File: config.mk
export PLATFORM = sky130hd
export DESIGN_NAME = cpu7_ifu_imem_if
export DESIGN_NICKNAME = d
export VERILOG_FILES = /design/src/rtl/cpu7_ifu_imem_if.sv
export SDC_FILE = /design/constraint.sdc
export NUM_CORES = 1
export LEC_CHECK = 0
export ABC_CLOCK_PERIOD_IN_PS = 3900
export CORE_UTILIZATION = 30
export CTS_BUF_LIST = sky130_fd_sc_hd__clkbuf_16
export DETAILED_ROUTE_END_ITERATION = 7
export PLACE_DENSITY = 0.88
export SLEW_MARGIN = 15
export SYNTH_ARGS = -nofsm -noshare
export SYNTH_HDL_FRONTEND = slang
export SYNTH_SLANG_ARGS = --single-unit
File: constraint.sdc
create_clock -name clock -period 3.9 [get_ports clock]
set_clock_uncertainty 0.15 [all_clocks]
set_input_delay 0.78 -clock clock [delete_from_list [all_inputs] [get_ports clock]]
set_output_delay 0.78 -clock clock [all_outputs]
set_load 0.02 [all_outputs]
File: src/rtl/cpu7_ifu_imem_if.sv
// cpu7 IFU instruction-memory interface: in-order fetch tag FIFO,
// redirect squash of in-flight reads, local ADEF for misaligned PCs.
module cpu7_ifu_imem_if #(
  parameter int          GRLEN           = 32,
  parameter int          MAX_OUTSTANDING = 2,
  parameter logic [5:0]  EXCCODE_ADEF    = 6'h08,
  parameter logic [2:0]  UNCACHE_SEG     = 3'b101
) (
  input  logic             clock,
  input  logic             reset,
  input  logic             inst_req,
  input  logic [31:0]      inst_addr,
  input  logic             inst_cancel,
  output logic             inst_addr_ok,
  output logic             inst_valid_f,
  output logic [GRLEN-1:0] inst_rdata_f,
  output logic             inst_ex,
  output logic [5:0]       inst_exccode,
  output logic [1:0]       inst_count,
  output logic             inst_uncache,
  output logic             imem_req,
  output logic [31:0]      imem_addr,
  input  logic             imem_addr_ok,
  input  logic             imem_data_ok,
  input  logic [31:0]      imem_rdata
);

  localparam logic [1:0] MAX_CNT = 2'(MAX_OUTSTANDING);

  logic [1:0] cnt_q, cnt_d;
  logic [1:0] rd_ptr_q, rd_ptr_d;
  logic [1:0] wr_ptr_q, wr_ptr_d;
  logic [3:0] unc_q, unc_d;
  logic [3:0] disc_q, disc_d;
  logic       adef_pend_q, adef_pend_d;

  logic aligned;
  logic push;
  logic pop;
  logic adef_acc;
  logic head_drop;
  logic deliver;
  logic adef_out;

  // Pointers wrap at the configured depth, not at the 2-bit limit.
  function automatic logic [1:0] ptr_inc(input logic [1:0] p);
    return (p == MAX_CNT - 2'd1) ? 2'd0 : p + 2'd1;
  endfunction

  // Request side: bus issue and local misaligned-fetch accept.
  always_comb begin
    aligned  = (inst_addr[1:0] == 2'b00);
    imem_req = inst_req & aligned & ~inst_cancel & ~reset &
               (cnt_q < MAX_CNT) & ~adef_pend_q;
    imem_addr = inst_addr;
    push      = imem_req & imem_addr_ok;
    adef_acc  = inst_req & ~aligned & ~inst_cancel & ~reset &
                ~adef_pend_q & (cnt_q == 2'd0);
    inst_addr_ok = push | adef_acc;
  end

  // Response side: pop the head, suppress squashed or redirected words.
  always_comb begin
    pop       = imem_data_ok & (cnt_q != 2'd0) & ~reset;
    head_drop = disc_q[rd_ptr_q] | inst_cancel;
    deliver   = pop & ~head_drop;
    adef_out  = adef_pend_q & ~inst_cancel & ~reset;
    inst_valid_f = 1'b0;
    inst_rdata_f = '0;
    inst_ex      = 1'b0;
    inst_exccode = 6'h00;
    inst_uncache = 1'b0;
    if (adef_out) begin
      inst_valid_f = 1'b1;
      inst_ex      = 1'b1;
      inst_exccode = EXCCODE_ADEF;
    end else if (deliver) begin
      inst_valid_f = 1'b1;
      inst_rdata_f = GRLEN'(imem_rdata);
      inst_uncache = unc_q[rd_ptr_q];
    end
    inst_count = {1'b0, inst_valid_f};
  end

  // Next-state for the tag FIFO and the one-shot ADEF flag.
  always_comb begin
    cnt_d    = cnt_q;
    rd_ptr_d = rd_ptr_q;
    wr_ptr_d = wr_ptr_q;
    unc_d    = unc_q;
    disc_d   = disc_q;
    if (inst_cancel) begin
      disc_d = 4'hf;
    end
    if (pop) begin
      rd_ptr_d = ptr_inc(rd_ptr_q);
    end
    if (push) begin
      wr_ptr_d         = ptr_inc(wr_ptr_q);
      unc_d[wr_ptr_q]  = (inst_addr[31:29] == UNCACHE_SEG);
      disc_d[wr_ptr_q] = 1'b0;
    end
    if (push && !pop) begin
      cnt_d = cnt_q + 2'd1;
    end else if (pop && !push) begin
      cnt_d = cnt_q - 2'd1;
    end
    adef_pend_d = adef_acc;
  end

  // State registers with synchronous reset.
  always_ff @(posedge clock) begin
    if (reset) begin
      cnt_q       <= 2'd0;
      rd_ptr_q    <= 2'd0;
      wr_ptr_q    <= 2'd0;
      unc_q       <= 4'h0;
      disc_q      <= 4'h0;
      adef_pend_q <= 1'b0;
    end else begin
      cnt_q       <= cnt_d;
      rd_ptr_q    <= rd_ptr_d;
      wr_ptr_q    <= wr_ptr_d;
      unc_q       <= unc_d;
      disc_q      <= disc_d;
      adef_pend_q <= adef_pend_d;
    end
  end

endmodule

==> results of run 1 <==
## per-layer routing
metal	GRT usage [%]	vias up	part of all wire (%)
met5	0	-	0
met4	8.24	0	2.5
met3	4.90	9	8.1
met2	27.9	61	48
met1	19.3	530	41
li1	-	574	-
## logic make-up (layout without fill, tap and decap cells)
family	after synthesis	in the layout	synth area share, %
simple gates	68	68	32.8
buf+inv	48	97	27.6
flops	15	15	23.4
compound gates	12	12	6.33
mux	6	6	6.62
xor+xnor	3	3	2.05
fa+ha+maj	1	1	0.974
other cells	1	6	0.292
## path summary, 6_finish.rpt
check	end	depth (start not counted)
worst max-delay path	inst_rdata_f[1]	6
worst min-delay path	unc_q[0]	2
worst max register to register	cnt_q[1]	5
worst min register to register	unc_q[0]	2
## state kept, by name, summed over array words and instances, names as in the netlist
| name | cells |
|---|---|
| wr_ptr_q | 2 |
| adef_pend_q | 1 |
| cnt_q | 2 |
| disc_q | 4 |
| rd_ptr_q | 2 |
| unc_q | 4 |
## through the flow
step	hold WS, ns	cell area [µm²]	setup WS, ns
2_1_floorplan	0.295	1300	0.902
3_3_place_gp	0.307	1930	0.161
3_5_place_dp	0.319	1930	0.167
4_1_cts	0.328	2010	0.149
5_1_grt	0.349	2010	0.0686
6_report	0.325	2010	0.170
## where the power goes
part           switching [µW]  leakage [µW]  total [µW]  internal [µW]
Clock                    66.2     0.0000409         203            137
Sequential               3.23      0.000122         161            158
Combinational            35.4      0.000596        92.1           56.7
Total                     105      0.000760         457            352
## critical path: cells and delay by family
kind          cells  cell delay (ns)
buf+inv           3             1.21
simple gates      3             0.80
## area by class of cell
type,count,share of cell area [%]
Clock inverter,1,0.249
Multi-Input combinational cell,96,32.4
Clock buffer,3,3.74
Timing Repair Buffer,90,45.0
Tap cell,50,3.12
Sequential cell,15,15.0
Inverter,3,0.561
## cell usage in the layout (no fill, tap or decap), types with 2 or more instances in the layout
cell	n
a21oi_1	3
conb_1	6
or2_2	2
and2_1	34
clkbuf_16	3
nor2_1	11
buf_4	3
dfxtp_1	15
clkdlybuf4s50_1	86
a311oi_1	3
inv_1	3
nand3_1	2
nand4_1	3
o21ai_0	2
nor3_1	2
mux2i_1	4
mux4_2	2
nand2b_1	5
xor2_1	2
==> results.md, run 1 <==
* Status: complete, no violations
* Via count of the first global-routing pass at 1126
* Layout Nets at 280
* Multi-input gate area at 649 µm²
* Overall Global Routing Usage at 16.7%
* Layout area overhead at 56.2%
* GRT Residual Overflow at 0
* Final non-filler cell total at 258
* Max VDD drop at 0.316 mV
* Seq/Total Area, Yosys at 23.4%
* Antenna Nets Post-Route at 0
* Fraction of registers with async set/reset at 0%
* Min Tclk post-route at 3.73 ns
* CP max FO at 33
* Critical hold path startpoint: unc_q[0]
* Least-Margin Pin Slew at 0.743 ns
* Starting DRT DRC Count at 27
* Final Wtd Congestion at 0.822
* Longest Clk Path Bufs at 2
* Req. time, crit path at 2.97 ns
* Die area at 4550 µm²
* Die Wd at 67.4 µm
* Die H at 67.4 µm
* Most frequent cell after synthesis: buf_4
* CP Capture Type: primary output
* # fillers at 374
* Core area at 4060 µm²
* Worst-Skew Late Latency at 0.25 ns
* Cells after synthesis at 154
* FF-to-FF Start: adef_pend_q
* Final Setup Violations at 0
* Max cap viols at 0
* Number of gates resized after cts at 0
* Worst-path clk slew at 0.05 ns
* Avg Inst Size Synth at 8.34 µm²
* Via count at 1174
* Floorplan row count at 23
* Netlist cell types at 35
* CP most frequent cell: clkdlybuf4s50_1
* WL per Instance at 14.5 µm
* H-tree depth at 1
* Area contributors post-synth: buf_4 (23%), dfxtp_1 (23%), and2_1 (17%), mux4_2 (3.5%), nor2_1 (3.2%)
* Final hold violations at 0
* Placed Instances at 254
* Setup CP Type: input pin to primary output
* Ant diodes at 0
* Setup TNS at 0 ns
* Max Slew Vio Count at 0
* CP Launch Type: input pin
* FMAX at 0.268 GHz
* Drt drc at 0
* CTS Buf Count at 3
* Commonest cells in the synthesized netlist: buf_4 (40), and2_1 (34), dfxtp_1 (15)
* Pre-antenna DRT Iters at 4
* CTS Hold Bufs at 0
* Crit path cell chain: clkdlybuf4s50_1 > or3_4 > nor3_4 > buf_12 > and2_1 > clkdlybuf4s50_1
* Clk sinks at 15
* Crit path largest cell delay at 0.61 ns
* Port-buffer cells at 86
* Top FF cell, synth: dfxtp_1
* CTS tree: built
* # IOs at 147
* RSZ-0062 raised after global routing: no
* Register bit total from synthesis at 15
* Leakage power at 0.000760 µW
* Slew headroom at 50.0%
* CP arrival at 2.80 ns
* FF/Latch Area at 300 µm²
* Pwr Density at 228 nW/µm²
* Tcrit/Tclk final at 95.6%
* Power consumption at 457 µW
* Largest net degree at the start of global routing at 34
* Post-synth EDFFs at 0
* Slowest cell on crit path: clkdlybuf4s50_1
* Initial antenna violation count at 0
* Post-detail-place hpwl at 2.97 mm
* Crit path from: inst_cancel
* HP Class: flip-flop to flip-flop
* Vias per inst at 4.55
* Area leader, netlist: buf_4
* Drt total wl at 3.73 mm
* Global-route wire length before repair at 5.53 mm
* Area share of the largest cell type after synthesis at 23.4%
* Post-Syn Area at 1280 µm²
* Ratio of cells with drive above 1 in the final layout at 7.69%
* Yosys warns at 0
* Worst R2R Setup Slack at 1.78 ns
* Final core area utilization at 49.5%
* Starting Density at 31.7%
* Postcts setup bufs at 0
* CTS root buf: clkbuf_16
Note: power is estimated with default switching activity, not from simulation.
==> run 2, diff against run 1 <==
--- a/config.mk
+++ b/config.mk
@@ -10,6 +10,7 @@
 export CTS_BUF_LIST = sky130_fd_sc_hd__clkbuf_16
 export DETAILED_ROUTE_END_ITERATION = 7
 export PLACE_DENSITY = 0.88
+export SKIP_CTS_REPAIR_TIMING = 1
 export SLEW_MARGIN = 15
 export SYNTH_ARGS = -nofsm -noshare
 export SYNTH_HDL_FRONTEND = slang
==> results of run 2 <==
No change in the layout: final DEF, timing and power equal those of run 1.
==> run 3, diff against run 2 <==
--- a/config.mk
+++ b/config.mk
@@ -6,10 +6,12 @@
 export NUM_CORES = 1
 export LEC_CHECK = 0
 export ABC_CLOCK_PERIOD_IN_PS = 3900
+export CORE_ASPECT_RATIO = 1.1
 export CORE_UTILIZATION = 30
 export CTS_BUF_LIST = sky130_fd_sc_hd__clkbuf_16
 export DETAILED_ROUTE_END_ITERATION = 7
 export PLACE_DENSITY = 0.88
+export RECOVER_POWER = 25
 export SKIP_CTS_REPAIR_TIMING = 1
 export SLEW_MARGIN = 15
 export SYNTH_ARGS = -nofsm -noshare
==> run 3 against run 2 <==
First-iteration DRC count down 19%. Clock-buffer cell count did not move. Die area hardly changed. Via count increased by 1.5%. Routed wire length is 3.2% lower. Global-route usage fell by 0.64 points. Critical path type unchanged. Sequential share of layout area about the same. Register-to-register slack worse by 0.02 ns. Utilization increased by 0.32 points. Non-clock buffer count up 1.
==> results.md, run 3 (synthesized netlist as in run 1, its figures left out) <==
* Status: complete, no violations (unchanged)
* Crit path cell chain: clkdlybuf4s50_1 > or3_4 > nor3_4 > buf_4 > and2_1 > clkdlybuf4s50_1 (was clkdlybuf4s50_1 > or3_4 > nor3_4 > buf_12 > and2_1 > clkdlybuf4s50_1)
* Setup CP Type: input pin to primary output (unchanged)
* Clk sinks at 15 (unchanged)
* Ratio of cells with drive above 1 in the final layout at 7.66% (was 7.69%)
* Multi-input gate area at 649 µm² (unchanged)
* Antenna Nets Post-Route at 0 (unchanged)
* Leakage power at 0.000764 µW (was 0.000760 µW)
* Longest Clk Path Bufs at 2 (unchanged)
* Layout Nets at 281 (was 280)
* # IOs at 147 (unchanged)
* Commonest non-fill, non-tap cell in the layout: clkdlybuf4s50_1 (unchanged)
* # fillers at 390 (was 374)
* Slew headroom at 50.8% (was 50.0%)
* HP Class: flip-flop to flip-flop (unchanged)
* Crit path largest cell delay at 0.61 ns (about the same)
* Starting Density at 31.9% (was 31.7%)
* Worst-path clk slew at 0.05 ns (about the same)
* CTS Buf Count at 3 (unchanged)
* Critical hold path startpoint: disc_q[0] (was unc_q[0])
* CP most frequent cell: clkdlybuf4s50_1 (unchanged)
* CP Launch Type: input pin (unchanged)
* Final hold slack at 0.325 ns (about the same)
* Worst-Skew Late Latency at 0.25 ns (about the same)
* Hold path depth at 2 (unchanged)
* Commonest cells after routing, fill and taps aside: clkdlybuf4s50_1 (86), and2_1 (34), dfxtp_1 (15) (unchanged)
* Final core area utilization at 49.8% (was 49.5%)
* H-tree depth at 1 (unchanged)
* Final Wtd Congestion at 0.807 (was 0.822)
* Least-Margin Pin Slew at 0.731 ns (was 0.743 ns)
* CTS tree: built (unchanged)
* Floorplan row count at 24 (was 23)
* Port-buffer cells at 86 (unchanged)
* CTS root buf: clkbuf_16 (unchanged)
* Largest net degree at the start of global routing at 19 (was 34)
* FF-to-FF Start: adef_pend_q (unchanged)
* WL per Instance at 13.8 µm (was 14.5 µm)
* Power consumption at 451 µW (was 457 µW)
* Global-route wire length before repair at 5.75 mm (was 5.53 mm)
* Starting DRT DRC Count at 22 (was 27)
* FMAX at 0.267 GHz (was 0.268 GHz)
* Max cap viols at 0 (unchanged)
* Via count at 1192 (was 1174)
* Max VDD drop at 0.203 mV (was 0.316 mV)
* Place WS at 0.169 ns (was 0.167 ns)
* CP arrival at 2.81 ns (was 2.80 ns)
* CP max FO at 18 (was 33)
* FF/Latch Area at 300 µm² (unchanged)
* CP Capture Type: primary output (unchanged)
* Min Tclk post-route at 3.74 ns (was 3.73 ns)
* Layout area overhead at 55.9% (was 56.2%)
* Setup slack after layout at 0.159 ns (was 0.170 ns)
* Die Wd at 64.4 µm (was 67.4 µm)
* Post-detail-place hpwl at 2.82 mm (was 2.97 mm)
* End of the worst hold path: disc_q[0] (was unc_q[0])
* Via count of the first global-routing pass at 1238 (was 1126)
* Die area at 4550 µm² (about the same)
* Overall Global Routing Usage at 16.1% (was 16.7%)
* Max Slew Vio Count at 0 (unchanged)
* Worst R2R Path Depth at 5 (unchanged)
* Initial antenna violation count at 0 (unchanged)
* Largest registers: disc_q (4), unc_q (4) (unchanged)
* Pwr Density at 225 nW/µm² (was 228 nW/µm²)
* Pre-antenna DRT Iters at 4 (unchanged)
* Slowest cell on crit path: clkdlybuf4s50_1 (unchanged)
* GRT Residual Overflow at 0 (unchanged)
* RSZ-0062 raised after global routing: no (unchanged)
* Req. time, crit path at 2.97 ns (about the same)
* Final Setup Violations at 0 (unchanged)
* Setup TNS at 0 ns (unchanged)
* Final hold violations at 0 (unchanged)
* Drt drc at 0 (unchanged)
* Die H at 70.6 µm (was 67.4 µm)
* Worst R2R Setup Slack at 1.76 ns (was 1.78 ns)
* Vias per inst at 4.57 (was 4.55)
* Core area at 4020 µm² (was 4060 µm²)
* Worst r2r dst: cnt_q[1] (unchanged)
* Drt total wl at 3.61 mm (was 3.73 mm)
* Tcrit/Tclk final at 95.9% (was 95.6%)
* Ant diodes at 0 (unchanged)
## run 3: cell types whose count changed in the layout (fill, tap and decap cells not counted), sizes merged
cell    delta
clkinv     -1
buf        +1
inv        +1
## run 3: through the flow
step                      cells  cell area [µm²]
after floorplan             159             1300
after global placement      257             1920
after detailed placement    257             1920
after CTS                   261             2000
after global routing        261             2000
final                       261             2000
## run 3: worst max-delay path by stage
| stage | start | to | slack, ns |
|---|---|---|---|
| floorplan | reset | imem_req | 0.90 |
| global placement | reset | inst_rdata_f[29] | 0.19 |
| detailed placement | inst_cancel | inst_rdata_f[21] | 0.17 |
| CTS | inst_cancel | inst_rdata_f[21] | 0.15 |
| global route | inst_cancel | inst_rdata_f[1] | 0.06 |
| finish | inst_cancel | inst_rdata_f[21] | 0.16 |
## run 3: routing by layer
| metal | up-vias | share of wire [%] | routed length, µm | GRT usage, % |
|---|---|---|---|---|
| li1 | 579 | - | - | - |
| met1 | 531 | 41 | 1490 | 18.0 |
| met2 | 67 | 48 | 1740 | 27.1 |
| met3 | 15 | 8.6 | 312 | 5.00 |
| met4 | 0 | 2.1 | 75 | 8.15 |
| met5 | - | 0 | 0 | 0 |
## run 3: worst max-delay path, delay by kind of cell
kind / cells / cell delay, ns
buffers and inverters: 3 / 1.25
AND/OR/NAND/NOR: 3 / 0.79
## run 3: final cells by class
cell class	instances	share of cell area (%)
inverter	3	0.562
clock buffer	3	3.75
timing repair buffer	91	44.8
multi-input combinational	96	32.4
tap	52	3.25
sequential	15	15.0
clock inverter	1	0.187
## run 3: power by group
part | internal [µW] | switching (µW)
logic | 56.7 | 35.4
registers | 158 | 3.18
clock network | 136 | 61.9
total | 351 | 100
